==> src/rtl/subtract_pkg.sv <==
// Shared definitions for the bit-serial subtracter controller.
//   state_t       : controller FSM state encoding (IDLE/RUN/DONE)
//   DEFAULT_WIDTH : default operand/result width in bits
package subtract_pkg;

  typedef enum logic [1:0] {
    IDLE = 2'd0,
    RUN  = 2'd1,
    DONE = 2'd2
  } state_t;

  localparam int unsigned DEFAULT_WIDTH = 8;

endpackage

==> src/rtl/full_subtracter_cell.sv <==
// One-bit full subtracter built from two half subtracters and an OR.
// Computes d = x - y - bin and the borrow out.
// Ports:
//   x    : minuend bit
//   y    : subtrahend bit
//   bin  : borrow in
//   d    : difference bit  (x ^ y ^ bin)
//   bout : borrow out      ((~x & y) | (~(x ^ y) & bin))
module full_subtracter_cell (
  input  logic x,
  input  logic y,
  input  logic bin,
  output logic d,
  output logic bout
);

  logic w_d1;
  logic w_b1;
  logic w_b2;

  half_subtracter u_hs0 (
    .x  (x),
    .y  (y),
    .d  (w_d1),
    .bo (w_b1)
  );

  half_subtracter u_hs1 (
    .x  (w_d1),
    .y  (bin),
    .d  (d),
    .bo (w_b2)
  );

  assign bout = w_b1 | w_b2;

endmodule

==> src/rtl/half_subtracter.sv <==
// Gate-level half subtracter: d = x - y (one bit), bo = borrow out.
// Ports:
//   x  : minuend bit
//   y  : subtrahend bit
//   d  : difference bit (x ^ y)
//   bo : borrow out (~x & y)
module half_subtracter (
  input  logic x,
  input  logic y,
  output logic d,
  output logic bo
);

  assign d  = x ^ y;
  assign bo = ~x & y;

endmodule

==> src/rtl/serial_subtract_ctrl.sv <==
// Bit-serial WIDTH-bit subtracter controller. Reuses one full subtracter
// cell over the word, LSB first, one bit per clock, computing a - b.
// Ports:
//   clk        : clock, rising edge
//   rst_n      : asynchronous active-low reset
//   start      : request pulse, sampled only while idle
//   a, b       : minuend / subtrahend, captured on the accepted start
//   busy       : high while bits are being processed
//   done       : one-cycle pulse when diff/borrow_out become valid
//   diff       : result register, a - b modulo 2^WIDTH
//   borrow_out : final borrow, 1 iff a < b unsigned
module serial_subtract_ctrl
  import subtract_pkg::*;
#(
  parameter int unsigned WIDTH = DEFAULT_WIDTH
) (
  input  logic             clk,
  input  logic             rst_n,
  input  logic             start,
  input  logic [WIDTH-1:0] a,
  input  logic [WIDTH-1:0] b,
  output logic             busy,
  output logic             done,
  output logic [WIDTH-1:0] diff,
  output logic             borrow_out
);

  localparam int unsigned CNT_W = $clog2(WIDTH + 1);

  state_t           r_state;
  state_t           w_next;
  logic [WIDTH-1:0] r_sa;
  logic [WIDTH-1:0] r_sb;
  // Only WIDTH-1 earlier bits are stored: the final bit goes straight from
  // the cell into the result register on the last RUN cycle.
  logic [WIDTH-2:0] r_part;
  logic             r_bflop;
  logic [CNT_W-1:0] r_cnt;
  logic [WIDTH-1:0] r_diff;
  logic             r_borrow;

  logic             w_d;
  logic             w_bout;
  logic             w_last;
  logic [WIDTH-1:0] w_part_next;

  full_subtracter_cell u_cell (
    .x    (r_sa[0]),
    .y    (r_sb[0]),
    .bin  (r_bflop),
    .d    (w_d),
    .bout (w_bout)
  );

  assign w_last      = (r_cnt == CNT_W'(WIDTH - 1));
  assign w_part_next = {w_d, r_part};

  always_ff @(posedge clk or negedge rst_n) begin
    if (!rst_n) begin
      r_state <= IDLE;
    end else begin
      r_state <= w_next;
    end
  end

  always_comb begin
    w_next = r_state;
    busy   = 1'b0;
    done   = 1'b0;
    case (r_state)
      IDLE: begin
        if (start) begin
          w_next = RUN;
        end
      end
      RUN: begin
        busy = 1'b1;
        if (w_last) begin
          w_next = DONE;
        end
      end
      DONE: begin
        done   = 1'b1;
        w_next = IDLE;
      end
      default: begin
        w_next = IDLE;
      end
    endcase
  end

  always_ff @(posedge clk or negedge rst_n) begin
    if (!rst_n) begin
      r_sa     <= '0;
      r_sb     <= '0;
      r_part   <= '0;
      r_bflop  <= 1'b0;
      r_cnt    <= '0;
      r_diff   <= '0;
      r_borrow <= 1'b0;
    end else begin
      case (r_state)
        IDLE: begin
          if (start) begin
            r_sa    <= a;
            r_sb    <= b;
            r_part  <= '0;
            r_bflop <= 1'b0;
            r_cnt   <= '0;
          end
        end
        RUN: begin
          r_sa    <= r_sa >> 1;
          r_sb    <= r_sb >> 1;
          r_part  <= w_part_next[WIDTH-1:1];
          r_bflop <= w_bout;
          r_cnt   <= r_cnt + CNT_W'(1);
          if (w_last) begin
            r_diff   <= w_part_next;
            r_borrow <= w_bout;
          end
        end
        default: begin
        end
      endcase
    end
  end

  assign diff       = r_diff;
  assign borrow_out = r_borrow;

endmodule
==> config.mk <==
export PLATFORM = sky130hd
export DESIGN_NAME = serial_subtract_ctrl
export DESIGN_NICKNAME = d
export VERILOG_FILES = /design/src/rtl/subtract_pkg.sv /design/src/rtl/full_subtracter_cell.sv /design/src/rtl/half_subtracter.sv /design/src/rtl/serial_subtract_ctrl.sv
export SDC_FILE = /design/constraint.sdc
export NUM_CORES = 1
export LEC_CHECK = 0
export BUFFER_PORTS_ARGS = -buffer_cell sky130_fd_sc_hd__buf_2
export CELL_PAD_IN_SITES_DETAIL_PLACEMENT = 1
export CELL_PAD_IN_SITES_GLOBAL_PLACEMENT = 1
export CORE_MARGIN = 2
export CORE_UTILIZATION = 40
export DETAILED_ROUTE_END_ITERATION = 10
export PLACE_DENSITY = 0.77
export SLEW_MARGIN = 20
export SYNTH_ARGS = -nofsm -noshare
export SYNTH_HDL_FRONTEND = slang
export SYNTH_HIERARCHICAL = 1
export SYNTH_SLANG_ARGS = --single-unit
export TNS_END_PERCENT = 10
==> constraint.sdc <==
create_clock -name clk -period 5 [get_ports clk]
set_clock_uncertainty 0.15 [all_clocks]
set_input_delay 1 -clock clk [delete_from_list [all_inputs] [get_ports clk]]
set_output_delay 1 -clock clk [all_outputs]
set_load 0.01 [all_outputs]
==> results of run 1 <==
-- cell type report --
type	count	share of cell area (%)
clock inverters	2	1.71
multi-input cells	104	35.3
inverters	5	0.919
flip-flops and latches	39	47.8
repair buffers	29	7.10
well taps	52	3.18
clock buffers	6	4.04
-- worst max path at each step --
| stage | start | cells past startpoint | endpoint | slack, ps |
|---|---|---|---|---|
| after floorplan | r_state[1]$_DFFE_PN0P_ | 3 | done | 2820 |
| after global placement | r_state[0]$_DFFE_PN0P_ | 3 | busy | 2170 |
| after detailed placement | start | 4 | r_sb[7]$_DFFE_PN0P_ | 2030 |
| after CTS | r_state[0]$_DFFE_PN0P_ | 3 | busy | 1760 |
| after global routing | r_state[0]$_DFFE_PN0P_ | 3 | busy | 1620 |
| final | r_state[1]$_DFFE_PN0P_ | 3 | busy | 1780 |
-- logic make-up (layout without fill, tap and decap cells) --
| logic type | Yosys count | in the layout |
|---|---|---|
| compound gates | 59 | 59 |
| flops | 39 | 39 |
| simple gates | 32 | 32 |
| buf+inv | 15 | 42 |
| mux | 10 | 10 |
| fa+ha+maj | 3 | 3 |
-- metrics by stage --
stage / worst slack [ps] / instances / area [um^2] / util (%) / power [mW]
floorplan: 2820 / 158 / 1760 / - / 0.871
global placement: 2170 / 229 / 1920 / 44.8 / 0.981
detailed placement: 2030 / 229 / 1920 / 44.8 / 1.01
CTS: 1760 / 237 / 2040 / 47.5 / 1.29
global route: 1620 / 237 / 2040 / 47.6 / 1.38
finish: 1780 / 237 / 2040 / 47.6 / 1.27
-- placed cells by master (no fill, tap or decap), types with 3 or more instances in the layout --
cell type / instances
nor2b_1: 17
a21oi_1: 17
mux2_2: 9
inv_1: 5
nand2_1: 5
dfrtp_1: 39
clkbuf_8: 6
a22oi_1: 14
a22o_1: 10
buf_2: 29
ha_1: 3
nand3_1: 3
o21ai_0: 16
-- power by group through the flow --
| stage | Clock, mW | Sequential [mW] | Combinational [mW] |
|---|---|---|---|
| after CTS | 0.277 | 0.573 | 0.439 |
| after global routing | 0.288 | 0.597 | 0.500 |
| after detailed placement | 0 | 0.576 | 0.437 |
| after global placement | 0 | 0.567 | 0.413 |
| after floorplan | 0 | 0.537 | 0.334 |
| final | 0.271 | 0.573 | 0.430 |
-- flip-flops by register name, summed over array words and instances, names as in the netlist --
signal and count:
r_bflop 1, r_cnt 4, diff 8, r_sa 8
r_part 7, borrow_out 1, r_state 2, r_sb 8
-- worst max-delay path, stage by stage (launching register included) --
cell	delay, ps
dfrtp_1	630
nand2b_4	280
inv_1	600
buf_2	260
-- per-layer routing --
metal  part of all wire [%]  wire length (um)  GRT usage [%]
met5                      0                 0              0
met1                     44              1710           22.3
met4                   0.61                24           4.49
met3                    5.4               213           4.18
met2                     50              1980           30.4
==> results.json, run 1 <==
{
  "status": "completed",
  "cp_data_required_time_ps": 3850,
  "ys_types": 25,
  "muxShareOfSynthArea_pct": 6.33,
  "ys.flop_type": "dfrtp_1",
  "h-tree-depth": 2,
  "end_kind": "output port",
  "clk_path_buf_depth": 2,
  "core_area_um2": 4290,
  "drv_slew": 0,
  "cts_made_buffers": 5,
  "p_seq_share_pct": 45.0,
  "cp_max_fo": 24,
  "routabilityCongestion": 0.741,
  "track_usage_pct": 17.7,
  "first_global_vias": 1470,
  "r2r-end": "r_sa[6]$_DFFE_PN0P_",
  "yosysTopAreaCell": "dfrtp_1",
  "routed_via_density": 5.57,
  "syn_inst": 158,
  "finalSetupTns_ps": 0,
  "synth_common_cells": "dfrtp_1 (39), nor2b_1 (18), a21oi_1 (17)",
  "combPwrFrac_pct": 33.8,
  "arrival_ps": 2070,
  "yosysMostFrequentCell": "dfrtp_1",
  "placementRows": 24,
  "min_period_over_period_pct": 64.3,
  "fmax_ghz": 0.311,
  "intPower_uw": 816,
  "syn_area_um2": 1760,
  "synth.top_cells.by_area": "dfrtp_1 (56%), nor2b_1 (6.4%), a22oi_1 (6.0%)",
  "yosys.area_share.simple_pct": 11.3,
  "die_area_um2": 4940,
  "hold_path.startpoint": "r_part[0]$_DFFE_PN0P_",
  "min_path_type": "flip-flop to flip-flop",
  "cts_resized": 0,
  "final_hold_viol_count": 0,
  "synthAdderAreaFrac_pct": 2.14,
  "relSlewSlack_pct": 32.4,
  "hold_slack_ps": 352,
  "antenna_found_initial": 0,
  "initial_core_util_pct": 40.9,
  "port_buffers": 29,
  "ios": 30,
  "grt_overflow_total": 0,
  "dp_hpwl_um": 2630,
  "syn_avg_cell_area_um2": 11.1,
  "p_per_area_nw_per_um2": 624,
  "synth_warnings": 6,
  "switchingPower_uw": 459,
  "clkTransAtPathRegs_ps": 70,
  "syn-num-nets": 180,
  "swShare_pct": 36.0,
  "finalNetCount": 206,
  "holdPathStages": 1,
  "clock_sinks": 39,
  "min_delay_worst_endpoint": "r_part[0]$_DFFE_PN0P_",
  "finalSetupViolCount": 0,
  "crit_type": "flip-flop to output port",
  "p_clk_share_pct": 21.2,
  "worst_pin_slew_ps": 1010,
  "synth_seq_cells": 39,
  "synth_xor_area_share_pct": 0,
  "cap_viol_max_count": 0,
  "first_pass_iters": 4,
  "cts_setup_buffers": 0,
  "fp.dieH_um": 70.3,
  "synth-compound-area-share_pct": 21.1,
  "first_iter_violations": 80,
  "postRouteAntennaNets": 0,
  "cts-root-buf": "clkbuf_8",
  "area.sequential_um2": 976,
  "drive_above_1_share_pct": 26.5,
  "crit_path_start_kind": "flip-flop",
  "wirelength_um": 3930,
  "yosysSeqAreaShare_pct": 55.5,
  "r2r_slack_ps": 2850,
  "grt_pass1_wl_um": 7080,
  "async_flop_share_pct": 100,
  "synth_top_family_by_area": "compound AO/OA/AOI/OAI gates",
  "rsz0062_at_grt": "false",
  "grt_max_degree": 40,
  "multi_input_area_um2": 721,
  "clock_latency_ps": 280,
  "n_antenna_cell": 0,
  "yosysTopAreaCellShare_pct": 55.5,
  "drc": 0,
  "min_period_ps": 3220,
  "ir_drop_uv": 302,
  "n_fill_cell": 490,
  "die_w_um": 70.3,
  "detail_route.wl_per_cell_um": 16.6,
  "num_vias": 1321,
  "cts_hold_buffers": 0,
  "cts_tree": "done",
  "p_leak_nw": 0.949,
  "areaGrowthSynthToFinish_pct": 16.2,
  "rr_startpoint": "r_state[1]$_DFFE_PN0P_",
  "synth_edf_count": 0,
  "r2r_cells": 4
}
Power figures use the tool's default switching activity.
==> inputs of run 2 (changes only) <==
- CORE_UTILIZATION: 40 -> 39
- PLACE_DENSITY: 0.77 -> 0.78
- clock period: 5 -> 2.8 ns (I/O delays scaled with it)
==> results.json, run 2 (synthesis gave the netlist of run 1 again) <==
{
  "first_iter_violations": 93,
  "first_global_vias": 1390,
  "r2r_cells": 4,
  "dp_hpwl_um": 2680,
  "cap_viol_max_count": 0,
  "n_antenna_cell": 0,
  "min_period_over_period_pct": 81.6,
  "finalNetCount": 211,
  "arrival_ps": 1570,
  "multi_input_area_um2": 718,
  "wirelength_um": 3950,
  "final_common_cell": "dfrtp_1",
  "grt_pass1_wl_um": 6880,
  "initial_core_util_pct": 40.4,
  "p_per_area_nw_per_um2": 1070,
  "min_period_ps": 2280,
  "crit_type": "flip-flop to output port",
  "cts_made_buffers": 5,
  "p_leak_nw": 0.951,
  "clk_path_buf_depth": 2,
  "detail_route.wl_per_cell_um": 16.3,
  "min_path_type": "input port to asynchronous set/reset pin",
  "drc": 0,
  "fp.dieH_um": 71.1,
  "crit_buf_inv": 2,
  "ios": 30,
  "path_cells": "nand2b_4 > inv_1 > buf_2",
  "first_pass_iters": 4,
  "postRouteAntennaNets": 0,
  "status": "completed",
  "cts_resized": 0,
  "finalSetupViolCount": 0,
  "finalSetupTns_ps": 0,
  "area.sequential_um2": 976,
  "die_w_um": 71.1,
  "final_hold_viol_count": 0,
  "relSlewSlack_pct": 41.3,
  "worst-path-stages": 3,
  "critPathSlowestCell": "dfrtp_1",
  "placementRows": 24,
  "fmax_ghz": 0.438,
  "grt_max_degree": 40,
  "rsz0062_at_grt": "false",
  "cts_tree": "done",
  "routed_via_density": 5.48,
  "place_inst": 234,
  "cts_hold_buffers": 0,
  "track_usage_pct": 17.3,
  "areaGrowthSynthToFinish_pct": 16.6,
  "h-tree-depth": 2,
  "crit_family": "flip-flops",
  "cts_setup_buffers": 0,
  "crit_path_start_kind": "flip-flop",
  "worst_pin_slew_ps": 880,
  "ir_drop_uv": 460,
  "final_cell_area_um2": 2050,
  "drv_slew": 0,
  "final_cells": 242,
  "die_area_um2": 5060,
  "end_kind": "output port",
  "slowest_delay_ps": 780,
  "port_buffers": 29,
  "cp_max_fo": 21,
  "n_fill_cell": 486,
  "cts-root-buf": "clkbuf_8",
  "cp_data_required_time_ps": 2090,
  "placed_cell_area_um2": 1960,
  "clock_sinks": 39,
  "grt_overflow_total": 0,
  "clock_latency_ps": 290,
  "core_area_um2": 4350,
  "r2r_slack_ps": 780,
  "drive_above_1_share_pct": 27.9,
  "num_vias": 1327,
  "final_cell_mix": "dfrtp_1 (39), buf_2 (29), nor2b_1 (18)",
  "antenna_found_initial": 0,
  "clkTransAtPathRegs_ps": 80,
  "routabilityCongestion": 0.777
}
==> run 2: cell count changes in the layout (fill, tap and decap cells not counted), sizes merged <==
| cell | previous run | this run |
|---|---|---|
| buf | 29 | 34 |
| bufinv | 1 | 0 |
| clkbuf | 6 | 5 |
| clkinvlp | 0 | 2 |
==> run 2: metrics by stage <==
| step | util, % | setup slack (ps) | power [mW] | hold WS (ps) |
|---|---|---|---|---|
| floorplan | - | 1060 | 1.56 | 114 |
| global placement | 45.0 | 844 | 1.79 | 335 |
| detailed placement | 45.0 | 773 | 1.85 | 345 |
| CTS | 47.1 | 524 | 2.24 | 253 |
| global route | 47.1 | 387 | 2.41 | 282 |
| finish | 47.1 | 516 | 2.20 | 233 |
==> run 2: path summary, 6_finish.rpt <==
path                                        startpoint                   to
worst max-delay path            r_state[1]$_DFFE_PN0P_                 busy
worst min-delay path                             rst_n  r_sa[6]$_DFFE_PN0P_
worst max register to register  r_state[1]$_DFFE_PN0P_  r_sb[5]$_DFFE_PN0P_
worst min register to register     diff[3]$_DFFE_PN0P_  diff[3]$_DFFE_PN0P_
max in group asynchronous                        rst_n  r_sb[0]$_DFFE_PN0P_
min in group clk                   diff[3]$_DFFE_PN0P_  diff[3]$_DFFE_PN0P_
==> run 2: cell type report <==
class                           count  area share [%]
Clock buffer                        5            3.36
Clock inverter                      3           0.977
Inverter                            5           0.916
Multi-Input combinational cell    104            35.0
Sequential cell                    39            47.6
Tap cell                           52            3.17
Timing Repair Buffer               34            8.91
==> run 2: report_power, final <==
| group | switching (mW) | internal [mW] |
|---|---|---|
| Combinational | 0.442 | 0.406 |
| Clock | 0.197 | 0.173 |
| Sequential | 0.186 | 0.796 |
| Total | 0.826 | 1.38 |
==> run 2: per-layer routing <==
metal	GRT usage [%]	vias to the layer above	part of all wire, %
met5	0	-	0
met1	23.9	663	46
li1	-	626	-
met3	4.27	6	4.1
met4	4.40	0	1.1
met2	27.3	32	48
